--- config.mk ---
export PLATFORM = sky130hd
export DESIGN_NAME = apb_mailbox_fifo
export DESIGN_NICKNAME = d
export VERILOG_FILES = /design/src/rtl/apb_mailbox_pkg.sv /design/src/rtl/apb_mailbox_fifo_sync_fifo.sv /design/src/rtl/apb_mailbox_fifo.sv
export SDC_FILE = /design/constraint.sdc
export NUM_CORES = 1
export LEC_CHECK = 0
export CELL_PAD_IN_SITES_DETAIL_PLACEMENT = 1
export CELL_PAD_IN_SITES_GLOBAL_PLACEMENT = 2
export CORE_MARGIN = 2
export CORE_UTILIZATION = 39
export DETAILED_ROUTE_END_ITERATION = 8
export GPL_TIMING_DRIVEN = 0
export PLACE_DENSITY_LB_ADDON = 0.15
export REMOVE_ABC_BUFFERS = 1
export SLEW_MARGIN = 20
export SYNTH_ARGS = -nofsm -noshare
export SYNTH_HDL_FRONTEND = slang
export SYNTH_SLANG_ARGS = --single-unit
--- constraint.sdc ---
create_clock -name clk -period 3.9 [get_ports clk]
set_input_delay 0.78 -clock clk [delete_from_list [all_inputs] [get_ports clk]]
set_output_delay 0.78 -clock clk [all_outputs]
set_load 0.01 [all_outputs]
--- src/rtl/apb_mailbox_pkg.sv ---
// Shared constants for the APB mailbox: register offsets, STATUS bit positions
// and the encoding of the two-state transfer FSM.
package apb_mailbox_pkg;

  localparam logic [1:0] MB_REG_DATA   = 2'd0;
  localparam logic [1:0] MB_REG_STATUS = 2'd1;
  localparam logic [1:0] MB_REG_THRESH = 2'd2;

  localparam int MB_OVF   = 15;
  localparam int MB_UDF   = 14;
  localparam int MB_FULL  = 13;
  localparam int MB_EMPTY = 12;

  typedef enum logic {
    ST_IDLE = 1'b0,
    ST_ACK  = 1'b1
  } state_t;

endpackage

--- src/rtl/apb_mailbox_fifo_sync_fifo.sv ---
// Single-clock FIFO with a combinational head view; a push while full or a pop
// while empty is silently ignored.
module sync_fifo #(
  parameter int DATA_WIDTH = 16,
  parameter int DEPTH      = 8
) (
  input  logic                     clk,
  input  logic                     reset,
  input  logic                     push,
  input  logic                     pop,
  input  logic [DATA_WIDTH-1:0]    din,
  output logic [DATA_WIDTH-1:0]    dout,
  output logic                     full,
  output logic                     empty,
  output logic [$clog2(DEPTH):0]   count
);

  localparam int PTR_W = $clog2(DEPTH);
  localparam int CNT_W = PTR_W + 1;

  logic [DATA_WIDTH-1:0] r_mem [DEPTH];
  logic [PTR_W-1:0]      r_wr_ptr;
  logic [PTR_W-1:0]      r_rd_ptr;
  logic [CNT_W-1:0]      r_count;
  logic                  w_do_push;
  logic                  w_do_pop;

  assign full      = (r_count == CNT_W'(DEPTH));
  assign empty     = (r_count == '0);
  assign count     = r_count;
  assign dout      = r_mem[r_rd_ptr];
  assign w_do_push = push & ~full;
  assign w_do_pop  = pop & ~empty;

  // Pointers are exactly log2(DEPTH) bits, so the increment wraps by itself.
  always_ff @(posedge clk) begin
    if (!reset) begin
      r_wr_ptr <= '0;
      r_rd_ptr <= '0;
      r_count  <= '0;
    end else begin
      if (w_do_push) r_wr_ptr <= r_wr_ptr + 1'b1;
      if (w_do_pop)  r_rd_ptr <= r_rd_ptr + 1'b1;
      case ({w_do_push, w_do_pop})
        2'b10:   r_count <= r_count + 1'b1;
        2'b01:   r_count <= r_count - 1'b1;
        default: r_count <= r_count;
      endcase
    end
  end

  always_ff @(posedge clk) begin
    if (w_do_push) r_mem[r_wr_ptr] <= din;
  end

endmodule

--- src/rtl/apb_mailbox_fifo.sv ---
// APB mailbox: one-wait-state slave fronting a message FIFO, with sticky
// overflow/underflow flags, an occupancy threshold and a level interrupt.
module apb_mailbox_fifo
  import apb_mailbox_pkg::*;
#(
  parameter int BUS_WIDTH  = 16,
  parameter int DATA_WIDTH = 16,
  parameter int DEPTH      = 8,
  parameter int CNT_W      = $clog2(DEPTH) + 1
) (
  input  logic                  clk,
  input  logic                  reset,
  input  logic [BUS_WIDTH-1:0]  S_PADDR,
  input  logic                  S_PWRITE,
  input  logic                  S_PSELx,
  input  logic                  S_PENABLE,
  input  logic [DATA_WIDTH-1:0] S_PWDATA,
  output logic [DATA_WIDTH-1:0] S_PRDATA,
  output logic                  S_PREADY,
  output logic                  irq
);

  state_t                r_state;
  state_t                w_state_next;
  logic                  r_ovf;
  logic                  r_udf;
  logic                  r_irq;
  logic [CNT_W-1:0]      r_thresh;
  logic [DATA_WIDTH-1:0] r_prdata;

  logic                  w_access;
  logic                  w_wr;
  logic                  w_rd;
  logic [1:0]            w_addr;
  logic                  w_push;
  logic                  w_pop;
  logic                  w_status_wr;
  logic                  w_full;
  logic                  w_empty;
  logic [CNT_W-1:0]      w_count;
  logic [DATA_WIDTH-1:0] w_head;
  logic [DATA_WIDTH-1:0] w_status;
  logic [DATA_WIDTH-1:0] w_rdata;
  logic                  w_unused;

  // Upper address bits were already decoded by the interconnect.
  assign w_unused = &{1'b0, S_PADDR[BUS_WIDTH-1:2]};

  assign w_addr      = S_PADDR[1:0];
  assign w_access    = S_PSELx & S_PENABLE & (r_state == ST_IDLE);
  assign w_wr        = w_access & S_PWRITE;
  assign w_rd        = w_access & ~S_PWRITE;
  assign w_push      = w_wr & (w_addr == MB_REG_DATA);
  assign w_pop       = w_rd & (w_addr == MB_REG_DATA);
  assign w_status_wr = w_wr & (w_addr == MB_REG_STATUS);

  assign S_PREADY = (r_state == ST_ACK);
  assign S_PRDATA = r_prdata;
  assign irq      = r_irq;

  sync_fifo #(
    .DATA_WIDTH (DATA_WIDTH),
    .DEPTH      (DEPTH)
  ) u_fifo (
    .clk   (clk),
    .reset (reset),
    .push  (w_push),
    .pop   (w_pop),
    .din   (S_PWDATA),
    .dout  (w_head),
    .full  (w_full),
    .empty (w_empty),
    .count (w_count)
  );

  always_ff @(posedge clk) begin
    if (!reset) r_state <= ST_IDLE;
    else        r_state <= w_state_next;
  end

  always_comb begin
    w_state_next = r_state;
    case (r_state)
      ST_IDLE: if (w_access) w_state_next = ST_ACK;
      ST_ACK:  w_state_next = ST_IDLE;
      default: w_state_next = ST_IDLE;
    endcase
  end

  // Read mux sees pre-commit state, so STATUS reports flags before this access.
  always_comb begin
    w_status                = '0;
    w_status[MB_OVF]        = r_ovf;
    w_status[MB_UDF]        = r_udf;
    w_status[MB_FULL]       = w_full;
    w_status[MB_EMPTY]      = w_empty;
    w_status[CNT_W-1:0]     = w_count;
    w_rdata                 = '0;
    case (w_addr)
      MB_REG_DATA:   if (!w_empty) w_rdata = w_head;
      MB_REG_STATUS: w_rdata = w_status;
      MB_REG_THRESH: w_rdata[CNT_W-1:0] = r_thresh;
      default:       w_rdata = '0;
    endcase
  end

  always_ff @(posedge clk) begin
    if (!reset) begin
      r_ovf    <= 1'b0;
      r_udf    <= 1'b0;
      r_irq    <= 1'b0;
      r_thresh <= '0;
      r_prdata <= '0;
    end else begin
      r_irq <= (r_thresh != '0) && (w_count >= r_thresh);

      if (w_access)               r_prdata <= w_rdata;
      else if (r_state == ST_ACK) r_prdata <= '0;

      if (w_push && w_full)                         r_ovf <= 1'b1;
      else if (w_status_wr && S_PWDATA[MB_OVF])     r_ovf <= 1'b0;

      if (w_pop && w_empty)                         r_udf <= 1'b1;
      else if (w_status_wr && S_PWDATA[MB_UDF])     r_udf <= 1'b0;

      if (w_wr && (w_addr == MB_REG_THRESH)) r_thresh <= S_PWDATA[CNT_W-1:0];
    end
  end

endmodule

==> summary.md, run 1 <==
| Metric | Value |
|---|---|
| Clock edge transition at the registers on the reported setup and hold paths | 0.06 ns |
| FF+latch count, synth | 165 |
| Clock sink total | 165 |
| Register area share after synthesis | 71.34% |
| Clk buf depth | 2 |
| Synth async-reset ratio | 0% |
| Final HPWL DP | 9018 um |
| Period utilisation layout | 85.99% |
| Htree depth | 4 |
| CTS tree | done |
| Max cap viols | 0 |
| Initial antenna violation count | 0 |
| Area Overhead vs Synth | 21.13% |
| ANT cells | 0 |
| Status | finished clean |
| RSZ-0062 raised after global routing | false |
| Crit path largest cell delay | 0.54 ns |
| NumNets Final | 471 |
| Critical path class | in2reg |
| First-pass iteration count of the detailed router | 4 |
| Layout cell share with drive strength beyond 1 | 20.09% |
| Initial DRC Count | 203 |
| Lkg Pwr | 2.458 nW |
| Synth warn | 0 |
| CP endpoint kind | flip-flop |
| Required time worst endpoint | 4.24 ns |
| Routed wire per std cell | 21.57 um |
| Die area | 17520 sq um |
| Worst Hold Class | reg2reg |
| Yosys top cell area share | 59.81% |
| EDFF count, synth | 128 |
| PnR Total Power | 3.621 mW |
| Minimum clock period after layout | 3.354 ns |
| Startpoint Class | primary input |
| Post-Syn Instances | 371 |
| Final hold vios | 0 |
| Max Freq | 298.2 MHz |
| Vias in the first global route | 3689 |
| Hold_buf cts | 0 |
| Final Max Tran Viols | 0 |
| Initial Util | 40.16% |
| Worst vdd ir | 0.3258 mV |
| Cts bufs inserted | 17 |
| CP Data Arrival Time | 3.70 ns |
| Horiz. Die Dim | 132.4 um |
| DRC viols | 0 |
| Main synth FF type | edfxtp_1 |
| Clk root buf | clkbuf_16 |
| Via count | 3468 |
| Io pins | 55 |
| Vias per cell | 5.303 |
| Die H | 132.4 um |
| First-pass GRT wire length | 22180 um |
| GRT Total Usage | 17.31% |
| Top post-synthesis cells by area | edfxtp_1 60%, dfxtp_1 12%, mux4_2 11% |
| Yosys cell types | 40 |
| Congestion Overflow GR | 0 |
| Largest net degree at the start of global routing | 33 |
| Inst Count DP | 622 |
| Final setup vio count | 0 |
| Antenna Nets Post-Route | 0 |
| Clk Latency, worst-skew pair | 0.42 ns |
| Worst Path Max Fanout | 7 |
| Pwr Density | 465.2 nW/um^2 |
| Synth area leader | edfxtp_1 |
| Rel. slew slack | 34.13% |
| Clk_skew | 0.007823 ns |
| Synth Area per Inst | 17.32 sq um |
| Num rows | 46 |
| Worst path slowest cell | clkdlybuf4s50_1 |
| Slew @ Worst Pin | 0.9870 ns |
| Post-route insts no fill | 654 |
| CORE AREA | 16000 sq um |
| Critical Path, Cell by Cell | clkdlybuf4s50_1 > or3_1 > or4_1 > inv_1 > ha_1 > xor2_1 > ha_1 > a21oi_1 > xor2_1 > or3_1 > a21oi_1 |
| Routed WL | 14110 um |
| Syn Std Cell Area | 6426 sq um |
| Gp weighted congestion | 0.6890 |
| PortBufs | 40 |
## placed cells by master (no fill, tap or decap), drive strengths merged, types with 2 or more instances in the layout
master	instances
edfxtp	128
clkdlybuf4s50	40
dfxtp	37
mux4	32
mux2i	23
nand2	21
clkbuf	21
o21ai	18
nor2	16
inv	12
buf	12
ha	9
a22oi	8
nor3	6
nand2b	5
a21oi	5
clkinv	5
or3	4
xor2	4
o221ai	4
nor2b	3
nor4	3
nor4b	2
clkinvlp	2
bufinv	2
nand4b	2
## registers in the layout, summed over array words and instances (netlist names), named ones only
register         count
r_udf                1
u_fifo.r_mem       128
S_PRDATA            16
u_fifo.r_rd_ptr      3
u_fifo.count         4
S_PREADY             1
r_ovf                1
u_fifo.r_wr_ptr      3
r_thresh             4
irq                  1
## layout make-up
class                           count  area [sq um]
Fill cell                        1540          8217
Sequential cell                   165          4591
Multi-Input combinational cell    179          1787
Timing Repair Buffer               52         513.0
Clock buffer                       21         460.4
Tap cell                          216         270.3
Clock inverter                     11         125.1
Inverter                           10         37.54
## power breakdown
group	total, mW	switching (mW)	leakage [nW]	internal (mW)
sequential	1.90	0.00369	1.45	1.89
combinational	0.0782	0.0465	0.723	0.0317
clock	1.64	0.665	0.284	0.979
## worst max-delay path, delay by kind of cell
kind                       cells  cell delay [ns]
AOI/OAI and AO/OA              2             0.18
xor gates and xnor gates       2             0.35
adders and majority gates      2             0.45
buffers and inverters          2             0.69
and+or+nand+nor                3             1.24
## cell usage after synthesis, drive strengths merged (2+ instances only)
library cell    n
nor4b           2
clkbuf          9
nor2b           3
a22oi           8
a21oi           5
nor2           16
or3             4
nand2b          5
mux4           32
mux2i          23
edfxtp        128
buf             8
nor4            3
o21ai          18
inv            10
dfxtp          37
ha              9
nand4b          2
nand2          21
o221ai          4
xor2            4
nor3            6
## per-layer routing
metal,GRT usage (%),vias up,routed length [um]
met5,0,-,0
met4,5.317,0,91
met3,4.344,7,479
met2,28.64,56,7206
met1,22.63,1821,6331
li1,-,1584,-
## cell families (layout without fill, tap and decap cells)
| kind of cell | count (synthesis) | count (layout) | share of synthesized area (%) |
|---|---|---|---|
| AOI/OAI and AO/OA | 41 | 41 | 4.031 |
| xor gates and xnor gates | 5 | 5 | 0.6814 |
| adders and majority gates | 9 | 9 | 1.752 |
| buffers and inverters | 27 | 94 | 1.811 |
| DFF | 165 | 165 | 71.34 |
| muxes | 55 | 55 | 14.80 |
| and+or+nand+nor | 69 | 69 | 5.588 |
## stage by stage
step	setup TNS [ns]	utilization, %	setup WS (ns)	hold slack, ns	area, sq um
5_1_grt	0	48.65	0.2804	0.4763	7784
2_1_floorplan	0	-	0.1850	0.4597	6347
6_report	0	48.65	0.5464	0.4486	7784
3_5_place_dp	-1.362	44.95	-0.1950	0.4449	7192
3_3_place_gp	-154.05	43.86	-2.316	0.4383	7018
4_1_cts	0	48.61	0.2360	0.4541	7777
## final timing paths
check             cells past startpoint                         start  slack [ns]                      endpoint
hold / removal                        2     S_PRDATA[10]$_SDFFE_PN0P_        0.45     S_PRDATA[10]$_SDFFE_PN0P_
setup / recovery                     11                    S_PADDR[0]        0.55  u_fifo.count[2]$_SDFFE_PN0P_
hold reg to reg                       2     S_PRDATA[10]$_SDFFE_PN0P_        0.45     S_PRDATA[10]$_SDFFE_PN0P_
setup reg to reg                     10  u_fifo.count[1]$_SDFFE_PN0P_        0.79  u_fifo.count[2]$_SDFFE_PN0P_
## timing repair
action	4_1_cts	5_1_grt
setup endpoints to repair	0	1
setup buffers	0	0
gates resized for setup	0	1
Power figures use the tool's default switching activity.
==> run 2: changes to the inputs <==
--- a/config.mk
+++ b/config.mk
@@ -13,7 +13,6 @@
 export GPL_TIMING_DRIVEN = 0
 export PLACE_DENSITY_LB_ADDON = 0.15
 export REMOVE_ABC_BUFFERS = 1
-export SLEW_MARGIN = 20
 export SYNTH_ARGS = -nofsm -noshare
 export SYNTH_HDL_FRONTEND = slang
 export SYNTH_SLANG_ARGS = --single-unit
==> summary.md, run 2 (same netlist as run 1, synthesis figures left out) <==
| Metric | Value |
|---|---|
| Final hold vios | 0 (unchanged) |
| Post-CTS Setup Repair Bufs | 0 (unchanged) |
| R2r setup slk | 0.80 ns (was 0.79 ns) |
| Pwr Density | 460.2 nW/um^2 (was 465.2 nW/um^2) |
| Status | finished clean (unchanged) |
| Minimum clock period after layout | 3.336 ns (was 3.354 ns) |
| Horiz. Die Dim | 132.4 um (unchanged) |
| CP Data Arrival Time | 3.69 ns (was 3.70 ns) |
| NumNets Final | 475 (was 471) |
| First-pass GRT wire length | 22450 um (was 22180 um) |
| Num rows | 46 (unchanged) |
| Max reg flops | 128 (unchanged) |
| PortBufs | 40 (unchanged) |
| CTS tree | done (unchanged) |
| Htree depth | 4 (unchanged) |
| First-pass iteration count of the detailed router | 4 (unchanged) |
| DRC viols | 0 (unchanged) |
| Clock edge transition at the registers on the reported setup and hold paths | 0.06 ns (about the same) |
| Clk Latency, worst-skew pair | 0.42 ns (about the same) |
| PnR Total Power | 3.609 mW (was 3.621 mW) |
| GRT Total Usage | 17.54% (was 17.31%) |
| Clk buf depth | 2 (unchanged) |
| Initial Util | 40.16% (unchanged) |
| Final HPWL DP | 9368 um (was 9018 um) |
| Routed wire per std cell | 21.52 um (was 21.57 um) |
| Io pins | 55 (unchanged) |
| Reg with most FFs | u_fifo.r_mem (unchanged) |
| Quantity of gates resized following cts | 0 (unchanged) |
| Cts bufs inserted | 17 (unchanged) |
| Final Max Tran Viols | 0 (unchanged) |
| Max Freq | 299.8 MHz (was 298.2 MHz) |
| Rel. slew slack | 19.28% (was 34.13%) |
| Gp weighted congestion | 0.6890 (unchanged) |
| Initial DRC Count | 246 (was 203) |
| Startpoint Class | primary input (unchanged) |
| Clock sink total | 165 (unchanged) |
| R2R cell count | 10 (unchanged) |
| CP endpoint kind | flip-flop (unchanged) |
| Clk root buf | clkbuf_16 (unchanged) |
| Antenna Nets Post-Route | 0 (unchanged) |
| Die H | 132.4 um (unchanged) |
| Layout cell share with drive strength beyond 1 | 20.59% (was 20.09%) |
| Period utilisation layout | 85.54% (was 85.99%) |
| Worst Hold Class | reg2reg (unchanged) |
| Required time worst endpoint | 4.25 ns (was 4.24 ns) |
| Placed Area | 7259 sq um (was 7192 sq um) |
| R2R Path Start | u_fifo.count[1]$_SDFFE_PN0P_ (unchanged) |
| Worst Path Max Fanout | 7 (unchanged) |
| Largest net degree at the start of global routing | 33 (unchanged) |
| Vias in the first global route | 3683 (was 3689) |
| Critical path class | in2reg (unchanged) |
| Most frequent cells in the layout | 128 x edfxtp_1, 40 x clkdlybuf4s50_1, 35 x dfxtp_1 (was 128 x edfxtp_1, 40 x clkdlybuf4s50_1, 34 x dfxtp_1) |
| RSZ-0062 raised after global routing | false (unchanged) |
| Die area | 17520 sq um (unchanged) |
| Initial antenna violation count | 0 (unchanged) |
| Via count | 3468 (unchanged) |
| Final instance area | 7843 sq um (was 7784 sq um) |
| Routed WL | 14160 um (was 14110 um) |
| Hold endpoint | S_PRDATA[9]$_SDFFE_PN0P_ (was S_PRDATA[10]$_SDFFE_PN0P_) |
| Worst vdd ir | 0.3280 mV (was 0.3258 mV) |
| Worst hold start | S_PRDATA[9]$_SDFFE_PN0P_ (was S_PRDATA[10]$_SDFFE_PN0P_) |
| ANT cells | 0 (unchanged) |
| Clk_skew | 0.008620 ns (was 0.007823 ns) |
| Slew @ Worst Pin | 1.209 ns (was 0.9870 ns) |
| Congestion Overflow GR | 0 (unchanged) |
| CORE AREA | 16000 sq um (unchanged) |
| Area Overhead vs Synth | 22.04% (was 21.13%) |
| Lkg Pwr | 2.485 nW (was 2.458 nW) |
| Worst R2R End | u_fifo.count[2]$_SDFFE_PN0P_ (unchanged) |
| Leading cell type in the layout, fill and taps excluded | edfxtp_1 (unchanged) |
| Vias per cell | 5.271 (was 5.303) |
| Hold_buf cts | 0 (unchanged) |
| Max cap viols | 0 (unchanged) |
| Hold depth | 2 (unchanged) |
| Final setup vio count | 0 (unchanged) |
run 2: changes by cell type in the layout (fill, tap and decap cells not counted), moves of 2 or more:
cell,previous run,this run
nor2_4,3,0
nor2_2,0,3
buf_2,2,0
buf_6,4,8
buf_8,0,4
buf_4,5,2
run 2: worst max-delay path by stage:
stage / startpoint / endpoint / slack (ns) / cells past startpoint
finish: S_PENABLE / u_fifo.count[2]$_SDFFE_PN0P_ / 0.56 / 11
detailed placement: S_PENABLE / u_fifo.count[2]$_SDFFE_PN0P_ / -0.19 / 11
global placement: S_PENABLE / u_fifo.r_mem[0][6]$_DFFE_PP_ / -2.32 / 5
CTS: S_PENABLE / u_fifo.count[2]$_SDFFE_PN0P_ / 0.25 / 11
global route: S_PENABLE / u_fifo.count[2]$_SDFFE_PN0P_ / 0.29 / 11
floorplan: S_PWRITE / u_fifo.r_mem[0][0]$_DFFE_PP_ / 0.19 / 4
run 2: per-layer routing:
layer  routed length, um  GRT usage [%]  part of all wire [%]  up-vias
li1                    -              -                     -     1580
met1                6143          23.06                    43     1806
met2                7224          28.99                    51       60
met3                 556          3.652                   3.9       22
met4                 234          6.332                   1.7        0
met5                   0              0                     0        -
run 2: stage by stage:
| step | hold WS [ns] | setup slack [ns] | std cells | setup TNS [ns] | util, % |
|---|---|---|---|---|---|
| after detailed placement | 0.4454 | -0.1892 | 626 | -1.322 | 45.37 |
| final | 0.4479 | 0.5640 | 658 | 0 | 49.01 |
| after global placement | 0.4383 | -2.316 | 610 | -154.05 | 43.86 |
| after floorplan | 0.4597 | 0.1850 | 354 | 0 | - |
| after CTS | 0.4545 | 0.2534 | 658 | 0 | 48.98 |
| after global routing | 0.4759 | 0.2860 | 658 | 0 | 49.01 |
run 2: cell type report:
class | count | area (sq um)
fill | 1555 | 8158
tap | 216 | 270.3
timing repair buffer | 56 | 605.6
inverter | 10 | 37.54
multi-input combinational | 179 | 1765
sequential | 165 | 4587
clock inverter | 12 | 130.1
clock buffer | 20 | 446.7
run 2: worst max-delay path, stage by stage:
cell,delay [ns]
clkdlybuf4s50_1,0.53
nand4b_1,0.24
nor4_2,0.43
inv_1,0.30
ha_1,0.34
xor2_1,0.17
ha_1,0.21
a21oi_1,0.14
xor2_1,0.09
or3_1,0.31
a21oi_1,0.14
run 2: power by group:
group	switching, mW	internal (mW)	total (mW)
clock network	0.672	0.959	1.63
logic	0.0462	0.0333	0.0795
registers	0.00354	1.90	1.90
total	0.721	2.89	3.61
